$ cat src/rtl/ternary_word_packer_if.sv
// Chunk-in / word-out bus of the ternary word packer.
// The slave side is the packer; the master side drives chunks and consumes words.
interface ternary_word_packer_if #(
  parameter int IN_WIDTH  = 8,
  parameter int OUT_WIDTH = 32,
  parameter int CNT_W     = $clog2(OUT_WIDTH / IN_WIDTH + 1)
);
  logic [IN_WIDTH-1:0]  data;
  logic                 valid;
  logic                 flush;
  logic [OUT_WIDTH-1:0] word;
  logic [CNT_W-1:0]     bytes;
  logic                 word_valid;
  logic                 ready;

  modport master (
    output data, valid, flush, ready,
    input  word, bytes, word_valid
  );

  modport slave (
    input  data, valid, flush, ready,
    output word, bytes, word_valid
  );
endinterface

$ cat src/rtl/ternary_word_packer.sv
// Packs IN_WIDTH-bit ternary chunks little-endian into OUT_WIDTH-bit words and
// queues them in a small registered FIFO; a word that finds the FIFO full is dropped and flagged.
module ternary_word_packer #(
  parameter int IN_WIDTH   = 8,
  parameter int OUT_WIDTH  = 32,
  parameter int FIFO_DEPTH = 2
) (
  input  logic                  clk_i,
  input  logic                  rst_ni,
  input  logic                  clear_i,
  ternary_word_packer_if.slave  bus,
  output logic                  overflow_o,
  output logic                  busy_o
);
  localparam int LANES = OUT_WIDTH / IN_WIDTH;
  localparam int CNT_W = $clog2(LANES + 1);
  localparam int PTR_W = (FIFO_DEPTH > 1) ? $clog2(FIFO_DEPTH) : 1;
  localparam int OCC_W = $clog2(FIFO_DEPTH + 1);

  logic [CNT_W-1:0]     lane_cnt;
  logic [OUT_WIDTH-1:0] asm_q;
  logic [CNT_W-1:0]     cnt_next;
  logic [OUT_WIDTH-1:0] asm_next;
  logic                 push;

  logic [OUT_WIDTH-1:0] mem_word [FIFO_DEPTH];
  logic [CNT_W-1:0]     mem_bytes [FIFO_DEPTH];
  logic [PTR_W-1:0]     wr_ptr;
  logic [PTR_W-1:0]     rd_ptr;
  logic [OCC_W-1:0]     occ;
  logic                 fifo_full;
  logic                 fifo_empty;
  logic                 pop;
  logic                 do_push;

  always_comb begin
    asm_next = asm_q;
    for (int l = 0; l < LANES; l++) begin
      if (bus.valid && (lane_cnt == CNT_W'(l))) begin
        asm_next[l*IN_WIDTH +: IN_WIDTH] = bus.data;
      end
    end
    cnt_next = lane_cnt + CNT_W'(bus.valid);
    // A completing byte plus flush yields only the full word, never an extra empty one.
    push = (cnt_next == CNT_W'(LANES)) || (bus.flush && (cnt_next != '0));
  end

  always_ff @(posedge clk_i or negedge rst_ni) begin
    if (!rst_ni) begin
      lane_cnt <= '0;
      asm_q    <= '0;
    end else if (clear_i) begin
      lane_cnt <= '0;
      asm_q    <= '0;
    end else if (push) begin
      lane_cnt <= '0;
      asm_q    <= '0;
    end else begin
      lane_cnt <= cnt_next;
      asm_q    <= asm_next;
    end
  end

  assign fifo_empty = (occ == '0);
  assign fifo_full  = (occ == OCC_W'(FIFO_DEPTH));
  assign pop        = !fifo_empty && bus.ready;
  // Full FIFO still accepts when the head leaves in the same cycle.
  assign do_push    = push && (!fifo_full || pop);

  always_ff @(posedge clk_i) begin
    if (do_push && !clear_i) begin
      mem_word[wr_ptr]  <= asm_next;
      mem_bytes[wr_ptr] <= cnt_next;
    end
  end

  always_ff @(posedge clk_i or negedge rst_ni) begin
    if (!rst_ni) begin
      wr_ptr     <= '0;
      rd_ptr     <= '0;
      occ        <= '0;
      overflow_o <= 1'b0;
    end else if (clear_i) begin
      wr_ptr     <= '0;
      rd_ptr     <= '0;
      occ        <= '0;
      overflow_o <= 1'b0;
    end else begin
      if (do_push) begin
        wr_ptr <= (wr_ptr == PTR_W'(FIFO_DEPTH - 1)) ? '0 : wr_ptr + 1'b1;
      end
      if (pop) begin
        rd_ptr <= (rd_ptr == PTR_W'(FIFO_DEPTH - 1)) ? '0 : rd_ptr + 1'b1;
      end
      occ <= occ + OCC_W'(do_push) - OCC_W'(pop);
      if (push && !do_push) begin
        overflow_o <= 1'b1;
      end
    end
  end

  assign bus.word_valid = !fifo_empty;
  assign bus.word       = fifo_empty ? '0 : mem_word[rd_ptr];
  assign bus.bytes      = fifo_empty ? '0 : mem_bytes[rd_ptr];
  assign busy_o         = (lane_cnt != '0) || !fifo_empty;
endmodule
$ cat src/flat_wrapper.sv
// flat-port wrapper written by rule: the top's interface ports become plain ports
module ternary_word_packer_flat 
#(
  parameter int IN_WIDTH   = 8,
  parameter int OUT_WIDTH  = 32,
  parameter int FIFO_DEPTH = 2
)
  (clk_i, rst_ni, clear_i, overflow_o, busy_o, bus_data, bus_valid, bus_flush, bus_ready, bus_word, bus_bytes, bus_word_valid);
  ternary_word_packer_if #(.IN_WIDTH(IN_WIDTH), .OUT_WIDTH(OUT_WIDTH)) bus_i ();
  input  logic clk_i;
  input  logic rst_ni;
  input  logic clear_i;
  output logic overflow_o;
  output logic busy_o;
  input wire logic [$bits(bus_i.data)-1:0] bus_data;
  input wire logic [$bits(bus_i.valid)-1:0] bus_valid;
  input wire logic [$bits(bus_i.flush)-1:0] bus_flush;
  input wire logic [$bits(bus_i.ready)-1:0] bus_ready;
  output wire logic [$bits(bus_i.word)-1:0] bus_word;
  output wire logic [$bits(bus_i.bytes)-1:0] bus_bytes;
  output wire logic [$bits(bus_i.word_valid)-1:0] bus_word_valid;
  assign bus_i.data = bus_data;
  assign bus_i.valid = bus_valid;
  assign bus_i.flush = bus_flush;
  assign bus_i.ready = bus_ready;
  assign bus_word = bus_i.word;
  assign bus_bytes = bus_i.bytes;
  assign bus_word_valid = bus_i.word_valid;
  ternary_word_packer #(.IN_WIDTH(IN_WIDTH), .OUT_WIDTH(OUT_WIDTH), .FIFO_DEPTH(FIFO_DEPTH)) u_core (.clk_i(clk_i), .rst_ni(rst_ni), .clear_i(clear_i), .bus(bus_i), .overflow_o(overflow_o), .busy_o(busy_o));
endmodule
$ cat config.mk
export PLATFORM = sky130hd
export DESIGN_NAME = ternary_word_packer_flat
export DESIGN_NICKNAME = d
export VERILOG_FILES = /design/src/rtl/ternary_word_packer_if.sv /design/src/rtl/ternary_word_packer.sv /design/src/flat_wrapper.sv
export SDC_FILE = /design/constraint.sdc
export NUM_CORES = 1
export LEC_CHECK = 0
export BUFFER_PORTS_ARGS = -buffer_cell sky130_fd_sc_hd__buf_2
export CORE_ASPECT_RATIO = 1.1
export CORE_MARGIN = 5
export CORE_UTILIZATION = 45
export CTS_BUF_LIST = sky130_fd_sc_hd__clkbuf_8
export CTS_CLUSTER_SIZE = 20
export DETAILED_ROUTE_END_ITERATION = 10
export PLACE_DENSITY = 0.66
export SYNTH_ARGS = -nofsm -noshare
export SYNTH_HDL_FRONTEND = slang
export SYNTH_SLANG_ARGS = --single-unit
$ cat constraint.sdc
create_clock -name clk_i -period 4.47 [get_ports clk_i]
set_input_delay 0 -clock clk_i [delete_from_list [all_inputs] [get_ports clk_i]]
set_output_delay 0 -clock clk_i [all_outputs]
set_load 0.1 [all_outputs]
==> results.md, run 1 <==
* Fin nets at 378
* Critical path data arrival time at 2.55 ns
* Most frequent cell after synthesis: edfxtp_1
* Met2 routed WL at 4.06 mm
* Crit-path max FO at 35
* Avg Synthesized Cell Area at 14.9 um^2
* Total wire length at 7.97 mm
* Worst Max-Slew Pin Slew at 1.07 ns
* GP Congestion at 0.753
* Largest cells by area after synthesis: edfxtp_1 46%, dfrtp_1 22%, mux2i_1 8.7%, mux2_2 6.9%, nor3b_1 5.2%
* Normalized max-slew margin at 28.7%
* 1st-pass router iterations at 4
* Vias in the first global route at 2,514
* Routed vias/inst at 5.13
* CP max stage cell: dfrtp_1
* Fmax at 393 MHz
* Synth async-reset ratio at 36.4%
* Ys flop type: edfxtp_1
* Crit. End Element: flip-flop
* Die W at 106 um
* IO Pins at 52
* CTS Buf Count at 9
* Synth top cells by count: 70 x edfxtp_1, 40 x dfrtp_1, 40 x mux2i_1, 39 x nor2_1, 32 x nor3b_1
* Fin. Hold Viols at 0
* Row cnt at 38
* H-Tree Depth at 3
* Setup CP Type: reg2reg
* Fin crit share at 56.9%
* Via Count at 2,488
* CTS clk-pin slew, worst paths at 0.10 ns
* Post-synth EDFFs at 70
* CP Cell Sequence: ha_1 -> ha_1 -> o21bai_1 -> o211ai_2 -> nor3b_4 -> buf_4
* Clk buf depth at 2
* Final Max Slew Viols at 0
* Yosys top cell by area: edfxtp_1
* Syn nets at 326
* Clk root buf: clkbuf_8
* Highest routed layer: met4
* Met3 WL at 310 um
* Initial antenna violation count at 0
* WHS at 0.0284 ns
* Critical path's most frequent cell: ha_1
* Initial detailed-routing violation count at 69
* RSZ-0062 raised after global routing: false
* Met1 WL at 3.50 mm
* CTS tree: done
* Area grow syn2layout at 12.7%
* Worst skew pair latency at 0.36 ns
* Flops & latches, synth at 110
* First-pass GRT wire length at 12.7 mm
* Drt wl/cell at 16.4 um
* CP startpoint kind: flip-flop
* Critical Path Max Stage Delay at 0.45 ns
* Bufs and invs on worst path at 1
* Worst min-delay path category: in2reg
* Req. time, crit path at 4.47 ns
* Count of different cell masters after synthesis at 27
* Total core area at 9940 um^2
* Setup TNS at 0 ns
* Delay-heaviest family, CP: compound AO/OA/AOI/OAI gates
* Overflow after GRT at 0
* Final setup violation count at 0
* Largest net degree at the start of global routing at 44
* Routed Antenna Nets at 0
* Total of max-cap violations at 0
* Final min period at 2.54 ns
* Status: finished, final reports clean
* Mapped Area at 4590 um^2
* Number of setup buffers added after CTS at 0
* Cell count after synthesis at 308
* Register area share after synthesis at 67.5%
* Initial Utilization at 46.2%
* Synth top area share at 45.8%
* Antenna Cells at 0
* Detail Placement HPWL at 5.04 mm
* Num Clock Sinks at 110
* Total Routing Usage GR at 13.8%
* Port Buffers at 51
* DRC viols at 0
* Share of layout cells above drive strength 1 at 30.1%
* Die height at 116 um
* Layout Skew at 0.0142 ns
* Ys Warns at 0
* DIE AREA at 12,300 um^2
[stage by stage]
| step | utilization, % | instance area (um^2) | std cells | setup WS, ns |
|---|---|---|---|---|
| after floorplan | - | 4600 | 308 | 0.214 |
| after global placement | 49.9 | 4960 | 466 | 1.97 |
| after detailed placement | 49.9 | 4960 | 466 | 1.91 |
| after CTS | 52.1 | 5180 | 485 | 1.91 |
| after global routing | 52.1 | 5180 | 485 | 1.78 |
| final | 52.1 | 5180 | 485 | 1.93 |
[worst paths after layout]
| path | start | to | slack [ns] | depth (start not counted) |
|---|---|---|---|---|
| worst min register to register | u_core.overflow_o | u_core.overflow_o | 0.52 | 2 |
| max in group asynchronous | rst_ni | u_core.rd_ptr | 3.55 | 2 |
| worst max-delay path | u_core.lane_cnt[0] | u_core.mem_word[1][1] | 1.93 | 6 |
| worst max register to register | u_core.lane_cnt[0] | u_core.mem_word[1][1] | 1.93 | 6 |
| worst min-delay path | bus_data[5] | u_core.mem_word[1][29] | 0.03 | 2 |
| min in group asynchronous | rst_ni | u_core.occ[1] | 0.30 | 2 |
[flip-flops by register name (all words and copies together), names as in the netlist]
signal / cells
u_core.mem_word: 64
u_core.asm_q: 32
u_core.mem_bytes: 6
u_core.lane_cnt: 3
u_core.occ: 2
u_core.overflow_o: 1
u_core.rd_ptr: 1
u_core.wr_ptr: 1
[cell usage in the layout (no fill, tap or decap), types with 2 or more instances in the layout]
cell / synthesis / final
edfxtp_1: 70 / 70
buf_2: 4 / 51
mux2i_1: 40 / 40
dfrtp_1: 40 / 39
nor2_1: 39 / 38
nor3b_1: 32 / 31
mux2_2: 28 / 28
inv_1: 11 / 12
clkbuf_8: 0 / 10
nor3_1: 7 / 6
buf_4: 6 / 5
ha_1: 4 / 4
xor2_1: 3 / 3
dlygate4sd3_1: 0 / 3
and4bb_2: 2 / 2
nor2b_1: 2 / 2
inv_6: 0 / 2
clkinv_4: 0 / 2
[final cells by class]
type / instances / area [um^2]
fill: 863 / 4760
sequential: 110 / 3100
multi-input combinational: 169 / 1370
timing repair buffer: 59 / 323
tap: 120 / 150
clock buffer: 10 / 138
clock inverter: 6 / 46.3
inverter: 11 / 41.3
[metal layers]
layer  vias to the layer above  global-route usage [%]
li1                       1210                       -
met1                      1227                    16.7
met2                        41                    24.0
met3                        10                    3.84
met4                         0                    4.40
met5                         -                       0
[what timing repair did]
| action | CTS | global route |
|---|---|---|
| setup endpoints to repair | 0 | 0 |
| gates resized for setup | 0 | 0 |
| hold buffers | 3 | 0 |
| hold endpoints to repair | 43 | 0 |
[cells by family after synthesis]
family                   count (synthesis)  synth area share (%)
AO/OA/AOI/OAI                            6                 0.980
multiplexers                            68                  15.6
flip-flops                             110                  67.5
XOR/XNOR                                 3                 0.572
AND/OR/NAND/NOR                         88                  11.3
adder cells (fa/ha/maj)                  4                  1.09
buffers and inverters                   29                  2.97
Power of run 1 is not shown: default switching activity piles up to over one toggle a cycle in this logic, so the estimate is an artifact.
==> run 2: changes to the inputs <==
PLACE_DENSITY = unset   (was 0.66)
clock period = 2.61 ns   (was 4.47 ns; I/O delays follow)
==> run 2 against run 1 <==
  * Global-route usage up 1.3 points
  * Final cell count grew 0.21%
  * Die area is the same
  * Register-to-register slack worse by 1.7 ns
  * Clock-buffer cell count is 1 lower
  * Via count up 2.9%
  * Critical endpoint is now u_core.occ[1]
  * Highest routed layer unchanged
==> results.md, run 2 (synthesis results as in run 1) <==
* Status: finished, final reports clean (unchanged)
* Clk root buf: clkbuf_8 (unchanged)
* Drt wl/cell at 18.0 um (was 16.4 um)
* CTS clk-pin slew, worst paths at 0.10 ns (about the same)
* Final min period at 2.36 ns (was 2.54 ns)
* Worst Max-Slew Pin Slew at 0.942 ns (was 1.07 ns)
* Worst skew pair latency at 0.37 ns (was 0.36 ns)
* Post-CTS sizing at 0 (unchanged)
* Largest register FFs at 64 (unchanged)
* Initial Utilization at 46.2% (unchanged)
* Fin nets at 379 (was 378)
* Fmax at 424 MHz (was 393 MHz)
* 1st-pass router iterations at 4 (unchanged)
* PnR worst setup slack at 0.250 ns (was 1.93 ns)
* Setup CP Type: reg2reg (unchanged)
* Largest net degree at the start of global routing at 44 (unchanged)
* Clk buf depth at 2 (unchanged)
* Layout Skew at 0.0120 ns (was 0.0142 ns)
* Hold Buf Count CTS at 3 (unchanged)
* Total of max-cap violations at 0 (unchanged)
* Area grow syn2layout at 14.2% (was 12.7%)
* Crit-path max FO at 6 (was 35)
* Antenna Cells at 0 (unchanged)
* Normalized max-slew margin at 37.2% (was 28.7%)
* Regs by FF count: u_core.mem_word x64, u_core.asm_q x32, u_core.mem_bytes x6 (unchanged)
* Fin crit share at 90.4% (was 56.9%)
* Total Routing Usage GR at 15.1% (was 13.8%)
* Setup TNS at 0 ns (unchanged)
* Port Buffers at 51 (unchanged)
* First-pass GRT wire length at 14.1 mm (was 12.7 mm)
* RSZ-0062 raised after global routing: false (unchanged)
* Largest reg by FF count: u_core.mem_word (unchanged)
* H-Tree Depth at 3 (unchanged)
* CTS tree: done (unchanged)
* Post-Layout Cell Count at 486 (was 485)
* GP Congestion at 0.718 (was 0.753)
* Vias in the first global route at 2,719 (was 2,514)
* Row cnt at 38 (unchanged)
* Placed Cells incl. Taps at 467 (was 466)
* Detail Placement HPWL at 5.43 mm (was 5.04 mm)
* DIE AREA at 12,300 um^2 (unchanged)
* Filler cells at 844 (was 863)
* Num Clock Sinks at 110 (unchanged)
* Initial detailed-routing violation count at 77 (was 69)
* Dpl ws at 0.265 ns (was 1.91 ns)
* Share of layout cells above drive strength 1 at 30.9% (was 30.1%)
* Req. time, crit path at 2.88 ns (was 4.47 ns)
* Via Count at 2,559 (was 2,488)
* Die height at 116 um (unchanged)
* CTS Buf Count at 9 (unchanged)
* IO Pins at 52 (unchanged)
* Total core area at 9940 um^2 (unchanged)
* Number of setup buffers added after CTS at 0 (unchanged)
* DRC viols at 0 (unchanged)
* Final setup violation count at 0 (unchanged)
* Commonest cells after routing, fill and taps aside: 70 x edfxtp_1, 51 x buf_2, 40 x mux2i_1 (unchanged)
* Final Max Slew Viols at 0 (unchanged)
* Crit. End Element: flip-flop (unchanged)
* CP startpoint kind: flip-flop (unchanged)
* Critical path data arrival time at 2.63 ns (was 2.55 ns)
* Initial antenna violation count at 0 (unchanged)
* Worst min-delay path category: in2reg (unchanged)
* Routed vias/inst at 5.27 (was 5.13)
* Commonest non-fill, non-tap cell in the layout: edfxtp_1 (unchanged)
* Fin. Hold Viols at 0 (unchanged)
* Total wire length at 8.73 mm (was 7.97 mm)
* Overflow after GRT at 0 (unchanged)
* Die W at 106 um (unchanged)
* Routed Antenna Nets at 0 (unchanged)
-- run 2: cell type report --
type                            count  area, um^2  share of cell area, %
Clock inverter                      7        51.3                  0.978
Inverter                           11        41.3                  0.787
Tap cell                          120         150                   2.86
Clock buffer                        9         124                   2.36
Sequential cell                   110        3100                   59.2
Timing Repair Buffer               60         355                   6.77
Multi-Input combinational cell    169        1420                   27.1
-- run 2: per-layer routing --
metal  global-route usage, %  vias to the layer above  part of all wire, %
met4                    5.27                        0                  1.6
met2                    26.1                       42                   52
met5                       0                        -                    0
li1                        -                     1212                    -
met3                    3.51                        8                  3.6
met1                    18.8                     1297                   43
-- run 2: per-stage QoR --
step,util (%),cell area [um^2],hold slack [ns]
finish,52.8,5250,0.0398
global route,52.8,5250,0.0206
CTS,52.8,5250,0.0204
detailed placement,50.7,5040,0.203
global placement,50.7,5040,0.194
floorplan,-,4660,-0.296
-- run 2: path summary, 6_finish.rpt --
| path | from | end | slack (ns) | cells past startpoint |
|---|---|---|---|---|
| setup / recovery | u_core.lane_cnt[0] | u_core.occ[1] | 0.25 | 9 |
| hold / removal | bus_data[2] | u_core.mem_word[0][18] | 0.04 | 2 |
| setup reg to reg | u_core.lane_cnt[0] | u_core.occ[1] | 0.25 | 9 |
| hold reg to reg | u_core.overflow_o | u_core.overflow_o | 0.53 | 2 |
| max in group asynchronous | rst_ni | u_core.rd_ptr | 1.66 | 2 |
| min in group asynchronous | rst_ni | u_core.occ[1] | 0.31 | 2 |
-- run 2: critical path: stages (launching register included) --
cell and delay, ns:
dfrtp_1 0.46, ha_1 0.24, ha_4 0.24, or2_2 0.34, o211ai_4 0.27, inv_1 0.08
ha_1 0.19, xor2_1 0.15, and2_1 0.15, nor3_1 0.14
Power of run 2 is left out for the same reason.
